## config.mk

```make
export PLATFORM = sky130hd
export DESIGN_NAME = branch_ctrl
export DESIGN_NICKNAME = d
export VERILOG_FILES = /design/src/rtl/branch_ctrl.sv
export SDC_FILE = /design/constraint.sdc
export NUM_CORES = 1
export LEC_CHECK = 0
export CAP_MARGIN = 20
export CELL_PAD_IN_SITES_DETAIL_PLACEMENT = 2
export CELL_PAD_IN_SITES_GLOBAL_PLACEMENT = 2
export CORE_MARGIN = 1.5
export CORE_UTILIZATION = 44
export DETAILED_ROUTE_END_ITERATION = 16
export HOLD_SLACK_MARGIN = 0.05
export PLACE_DENSITY_LB_ADDON = 0.1
export SETUP_SLACK_MARGIN = 0.3
export SLEW_MARGIN = 20
export SYNTH_ARGS = -nofsm -noshare
export SYNTH_HDL_FRONTEND = slang
export SYNTH_SLANG_ARGS = --single-unit
export TNS_END_PERCENT = 100
```

## constraint.sdc

```tcl
create_clock -name CLK -period 2.8 [get_ports CLK]
set_clock_uncertainty 0.15 [all_clocks]
set_input_delay 0.28 -clock CLK [delete_from_list [all_inputs] [get_ports CLK]]
set_output_delay 0.28 -clock CLK [all_outputs]
set_load 0.03 [all_outputs]
```

## src/rtl/branch_ctrl.sv

```systemverilog
// branch_ctrl: branch resolution stage feeding the program counter.
// Captures a decoder branch request, resolves it against the ALU zero flag
// one cycle later, and strobes branch_en/squash with a 12-bit target for a
// single cycle per taken branch. Absolute targets come from a 16 x 12
// writable LUT; relative targets are pc + signed 8-bit offset (mod 4096).
// Optional build macro BRANCH_CTRL_STATS_EN adds saturating taken/resolved
// event counters (taken_cnt, resolved_cnt).
module branch_ctrl (
  input  logic        CLK,
  input  logic        init_n,
  input  logic        br_req,
  input  logic [1:0]  br_kind,
  input  logic [3:0]  lut_idx,
  input  logic [7:0]  rel_off,
  input  logic [11:0] pc,
  input  logic        zero_flag,
  input  logic        halt,
  input  logic        lut_we,
  input  logic [3:0]  lut_waddr,
  input  logic [11:0] lut_wdata,
  output logic        branch_en,
  output logic [11:0] target,
  output logic        squash,
  output logic        busy,
  output logic        req_err
`ifdef BRANCH_CTRL_STATS_EN
  ,
  output logic [15:0] taken_cnt,
  output logic [15:0] resolved_cnt
`endif
);

  typedef enum logic [1:0] {
    IDLE     = 2'b00,
    EVAL     = 2'b01,
    REDIRECT = 2'b10
  } state_t;

  localparam logic [1:0] KIND_ALWAYS  = 2'b00;
  localparam logic [1:0] KIND_IF_Z    = 2'b01;
  localparam logic [1:0] KIND_IF_NZ   = 2'b10;
  localparam logic [1:0] KIND_REL     = 2'b11;

  state_t state, state_nxt;

  // Request fields captured on acceptance; pure data, so no reset.
  logic [1:0]         kind_p0;
  logic [3:0]         idx_p0;
  logic signed [7:0]  off_p0;
  logic [11:0]        pc_p0;

  logic [11:0]        lut [16];
  logic               taken;
  logic               accept;
  logic [11:0]        target_nxt;

  // pc + sign-extended offset, truncated so the result wraps modulo 4096.
  function automatic logic [11:0] rel_target(input logic [11:0] base,
                                             input logic signed [7:0] off);
    logic signed [11:0] off_ext;
    off_ext = 12'(off);
    return base + off_ext;
  endfunction

`ifdef BRANCH_CTRL_STATS_EN
  // Increment that sticks at all-ones instead of wrapping.
  function automatic logic [15:0] sat_inc(input logic [15:0] val);
    return (val == 16'hFFFF) ? val : val + 16'd1;
  endfunction
`endif

  assign accept = (state == IDLE) && br_req && !halt;

  // Resolve the captured branch against the zero flag sampled this cycle.
  always_comb begin
    taken = 1'b0;
    case (kind_p0)
      KIND_ALWAYS: taken = 1'b1;
      KIND_IF_Z:   taken = zero_flag;
      KIND_IF_NZ:  taken = !zero_flag;
      KIND_REL:    taken = 1'b1;
      default:     taken = 1'b0;
    endcase
  end

  // Select the redirect address: relative sum or LUT entry (old contents
  // if written this same cycle, since the LUT update is non-blocking).
  always_comb begin
    target_nxt = lut[idx_p0];
    if (kind_p0 == KIND_REL) begin
      target_nxt = rel_target(pc_p0, off_p0);
    end
  end

  // State register.
  always_ff @(posedge CLK or negedge init_n) begin
    if (!init_n) begin
      state <= IDLE;
    end else begin
      state <= state_nxt;
    end
  end

  // Next-state logic; stray encodings fall back to IDLE.
  always_comb begin
    state_nxt = IDLE;
    case (state)
      IDLE:     state_nxt = accept ? EVAL : IDLE;
      EVAL:     state_nxt = taken ? REDIRECT : IDLE;
      REDIRECT: state_nxt = IDLE;
      default:  state_nxt = IDLE;
    endcase
  end

  // Moore outputs decoded from the state register only.
  always_comb begin
    branch_en = 1'b0;
    squash    = 1'b0;
    busy      = 1'b0;
    case (state)
      EVAL: begin
        busy = 1'b1;
      end
      REDIRECT: begin
        branch_en = 1'b1;
        squash    = 1'b1;
        busy      = 1'b1;
      end
      default: begin
        branch_en = 1'b0;
        squash    = 1'b0;
        busy      = 1'b0;
      end
    endcase
  end

  // Capture the request fields when a request is accepted in IDLE.
  always_ff @(posedge CLK) begin
    if (accept) begin
      kind_p0 <= br_kind;
      idx_p0  <= lut_idx;
      off_p0  <= rel_off;
      pc_p0   <= pc;
    end
  end

  // Target register, loaded only when the branch resolves taken.
  always_ff @(posedge CLK or negedge init_n) begin
    if (!init_n) begin
      target <= 12'h000;
    end else if ((state == EVAL) && taken) begin
      target <= target_nxt;
    end
  end

  // Sticky error: any request arriving while a branch is in flight.
  always_ff @(posedge CLK or negedge init_n) begin
    if (!init_n) begin
      req_err <= 1'b0;
    end else if (br_req && ((state == EVAL) || (state == REDIRECT))) begin
      req_err <= 1'b1;
    end
  end

  // Target LUT: cleared on reset, writable in any state.
  always_ff @(posedge CLK or negedge init_n) begin
    if (!init_n) begin
      for (int i = 0; i < 16; i++) begin
        lut[i] <= 12'h000;
      end
    end else if (lut_we) begin
      lut[lut_waddr] <= lut_wdata;
    end
  end

`ifdef BRANCH_CTRL_STATS_EN
  // Saturating event counters: taken redirects and resolutions.
  always_ff @(posedge CLK or negedge init_n) begin
    if (!init_n) begin
      taken_cnt    <= 16'h0000;
      resolved_cnt <= 16'h0000;
    end else begin
      if (state == REDIRECT) begin
        taken_cnt <= sat_inc(taken_cnt);
      end
      if (state == EVAL) begin
        resolved_cnt <= sat_inc(resolved_cnt);
      end
    end
  end
`endif

endmodule

```

# == After elaboration in Yosys (flattened, before gate mapping) ==
# Index checks and enable logic that the tools add are counted.
# word_totals
rom_bits,0
latchBits,0
memories,0
ram_bits,0
regBits,233
# classes
bitwise_logic,2
n_eq_ne,5
shift,0
multipliers,0
muxes,13
reduce_logical,12
n_lt_le_gt_ge,3
n_addsub,1
div_mod_pow,0
# ops
cell,count
$bwmux 192,1
$bmux 12 s4,1
$demux 12 s4,1
$mux 12,4
$add 12x12->12,1
$ge 5x5->1 const B,2
$not 4->5,2
$eq 2x2->1 const B,3
$logic_and 1x1->1,5
$lt 5x1->1 const B,1
$eq 2x1->1 const B,2
$logic_not 2->1,2
$pmux 2 s2,1
$reduce_or 2->1,2
$mux 1,3
$pmux 1 s3,1
$logic_not 1->1,2
$mux 2,1
$logic_or 1x1->1,1

# == Logic depth before layout (Yosys ltp) ==
# depth
depth_word,6
depth_mapped,9

# == Least setup slack after synthesis ==
# OpenSTA, ideal clock, no wires.
# synth_timing
kind,register to register
startpoint,register state[0]
endpoint,"register idx_p0[0], enable pin"
path_buffers,0
setup_time_ps,409
arrival_time_ps,1736
required_ps,2241
period_less_slack_ps,2295
setup_slack_ps,505
path_stages_with_launch,5
path_cell_list,dfrtp_1 inv_1 ha_1 nand2_1 nor2_1
# synth_via
elab_chain_len,3
# synth_lines
element,line_no,rtl
"start, declared",44,"state_t state, state_nxt;"
"start signal, assigned",100,state <= state_nxt;
$logic_not 2->1,72,assign accept = (state == IDLE) && br_req && !halt;
$logic_and 1x1->1 (2 in a row),72,
net accept,54,logic accept;
"end signal, assigned",141,idx_p0 <= lut_idx;
"end, declared",48,logic [3:0] idx_p0;
# The timed path passes the listed nets, and every way through them passes these cells.
# A chain may end at the register's enable or synchronous reset.

# == Final worst setup path ==
# layout_timing
startpoint,register idx_p0[0]
endpoint,register target[5]
# layout_via
elab_chain_len,5
# layout_lines
element,line_no,rtl
$not 4->5 (not written as such),89,target_nxt = lut[idx_p0];
$bmux 12 s4,89,
$mux 12 (not written as such) (2 in a row),89,
$mux 12,90,if (kind_p0 == KIND_REL) begin
"end signal, assigned",152,target <= target_nxt;
"end, declared",22,"output logic [11:0] target,"
# Every way passes these cells. The select of a mux whose other input is x is not followed.

==> results.cfg <==
[layout]
fillers = 2151
drive_gt1_share_pct = 41.7
post-route-util_pct = 54.1
area_growth_pct = 19.6
final_cell_mix = 207 x dfrtp_1, 192 x mux2_2, 62 x clkdlybuf4s50_1
fin_area_um2 = 12800
nets = 844
n_antenna_cell = 0
final_common_cell = dfrtp_1

[logic_synthesis]
synth_edf_count = 26
synth_cell_types = 45
synth.area.top_cells = dfrtp_1 49%, mux2_2 20%, mux4_2 12%
ys_ff_latch = 233
yosysSeqAreaShare_pct = 55.8
ys.flop_type = dfrtp_1
synth.net_count = 760
synthCells = 694
synth_top_cell_by_area = dfrtp_1
synth_top_area_share_pct = 48.5
yosysWarnings = 0
netlist_area_um2 = 10700
postSynthAreaPerCell_um2 = 15.4
async_flop_share_pct = 88.8

[floorplanning]
die_w_um = 159
dieArea_um2 = 25200
core_um2 = 23600
initial_core_util_pct = 45.2
num_rows = 56
dieHeight_um = 159
io_pins = 64

[drt]
dr.pass1.iters = 4
drc = 0
vias = 6443
first_iter_violations = 316
wl_per_cell_um = 27.1
via_per_inst = 5.77
routed_wl_mm = 30.3
detail-route-antenna-nets = 0

[critical_path]
cp_num_buf_inv = 2
reg2reg_from = idx_p0[0]$_DFFE_PP_
r2r_cells = 6
worst_setup_path_start_kind = flip-flop
rr_endpoint = target[5]$_DFFE_PN0P_
end_kind = flip-flop
cp_slowest_stage_delay_ns = 0.56
cp_top_family = multiplexers
cp.required_ns = 3.05
crit_path_cell_trace = buf_12 > buf_4 > mux4_2 > mux4_2 > mux2i_1 > o21ai_1
cp.arrival_ns = 2.74
cp_common_cell = mux4_2
cpMaxStageDelayCell = mux4_2
rrSetupSlack_ns = 0.31
critPathKind = reg2reg
critPathMaxFanout = 12

[timing]
rsz0062_at_grt = true
drv_slew = 0
finalHoldViolCount = 0
tightest_slew_ns = 0.678
finalCritPeriodShare_pct = 88.8
max_slew_margin_pct = 54.8
setup_tns_ns = 0
finalWorstSetupSlack_ns = 0.312
period_minus_slack_ns = 2.49
fmax_mhz = 402
setup_viol = 0

[worst_hold_path]
hold_start = pc[4]
hold_depth = 1
min_to = pc_p0[4]$_DFFE_PP_
min_path_type = in2reg

[placement]
dp_hpwl_mm = 18.7
placed_cell_area_um2 = 11800
gp_congestion = 0.803
portBuffers = 63
post-place-ws_ns = 0.337

[global_routing]
grt_pass1_wl_mm = 46.7
grtUsageTotal_pct = 24.6
grt_pass1_vias = 7347
grt_max_degree = 79
antenna_found_initial = 0
grt-ovfl-total = 0

[power_and_ir_drop]
internal_power_mw = 7.24
power_leakage_nw = 5.35
ir_worst_vdd_mv = 0.550
p_total_mw = 9.83
switchingPower_mw = 2.58
seqPwrFrac_pct = 46.3
powerDensity_nw_per_um2 = 770
p_sw_share_pct = 26.3
power_frac_clock_pct = 34.3
comb_power_share_pct = 19.3

[cts]
clkTransAtPathRegs_ns = 0.06
cts.sinks = 233
cts-buffers-inserted = 27
cts_tree = built
clock-root-buffer = clkbuf_16
clk_latency_ns = 0.54
cts-htree-levels = 1
clockBufferDepth = 3

[flow_run]
drv_cap = 0

[status]
status = complete, no violations
-- synthesized netlist by cell type (3+ instances only) --
cell,instances
o21ai_1,8
a211oi_1,4
nand2b_1,3
buf_2,6
clkbuf_1,34
a21oi_1,13
buf_1,3
nand3_1,7
ha_1,17
mux4_2,56
xnor2_1,5
edfxtp_1,26
mux2_2,192
nand2_1,23
and2_1,4
nand3b_1,4
nor2_1,18
or3_1,5
mux2i_1,8
dfrtp_1,207
o21ai_0,6
a21o_1,6
inv_1,9
buf_6,3
-- registers in the layout (all words and copies together), names as in the netlist --
name / count
lut: 192
pc_p0: 12
target: 12
off_p0: 8
idx_p0: 4
kind_p0: 2
state: 2
req_err: 1
-- worst max-delay path by stage --
stage                                   start                      to  slack (ns)  cells past startpoint
after floorplan            state[0]$_DFF_PN0_     idx_p0[0]$_DFFE_PP_        0.51                      4
after global placement    idx_p0[0]$_DFFE_PP_  target[10]$_DFFE_PN0P_        0.35                      7
after detailed placement  idx_p0[0]$_DFFE_PP_  target[10]$_DFFE_PN0P_        0.34                      8
after CTS                 idx_p0[0]$_DFFE_PP_  target[10]$_DFFE_PN0P_        0.34                      8
after global routing      idx_p0[0]$_DFFE_PP_   target[7]$_DFFE_PN0P_        0.24                      8
final                     idx_p0[0]$_DFFE_PP_   target[5]$_DFFE_PN0P_        0.31                      6
-- metrics by stage --
stage	hold WS (ns)	std cells
global placement	0.196	1061
finish	0.160	1117
floorplan	-0.166	694
CTS	0.137	1111
detailed placement	0.213	1061
global route	0.136	1117
-- cell families after synthesis --
| kind of cell | after synthesis | synth area share [%] |
|---|---|---|
| buf+inv | 59 | 2.43 |
| simple gates | 69 | 3.06 |
| compound gates | 52 | 3.11 |
| flops | 233 | 55.8 |
| xor+xnor | 7 | 0.574 |
| mux | 256 | 32.8 |
| fa+ha+maj | 18 | 2.18 |
-- final cells by class --
| class | count | area, um^2 | area share, % |
|---|---|---|---|
| multi-input cells | 402 | 4460 | 35.0 |
| clock buffers | 40 | 815 | 6.38 |
| inverters | 11 | 41.3 | 0.323 |
| flip-flops and latches | 233 | 5960 | 46.7 |
| repair buffers | 103 | 1040 | 8.14 |
| well taps | 319 | 399 | 3.13 |
| clock inverters | 9 | 46.3 | 0.363 |
-- power groups by stage --
| stage | combinational (mW) | clock [mW] | sequential, mW |
|---|---|---|---|
| 2_1_floorplan | 1.19 | 0 | 4.55 |
| 3_3_place_gp | 1.77 | 0 | 4.51 |
| 3_5_place_dp | 1.88 | 0 | 4.60 |
| 4_1_cts | 1.90 | 3.46 | 4.55 |
| 5_1_grt | 2.05 | 3.61 | 4.65 |
| 6_report | 1.90 | 3.37 | 4.55 |
-- what timing repair did --
item	4_1_cts	5_1_grt
setup buffers	0	4
setup endpoints to repair	0	3
gates resized for setup	0	2
hold buffers	1	0
endpoints found under the hold margin	75	0
-- per-layer routing --
metal  GRT usage (%)  share of wire, %  vias to the layer above
li1                -                 -                     2737
met1            31.0                42                     3500
met2            44.1                51                      155
met3            3.37               4.0                       51
met4            7.32               3.1                        0
met5               0                 0                        -
Power figures use the tool's default switching activity.
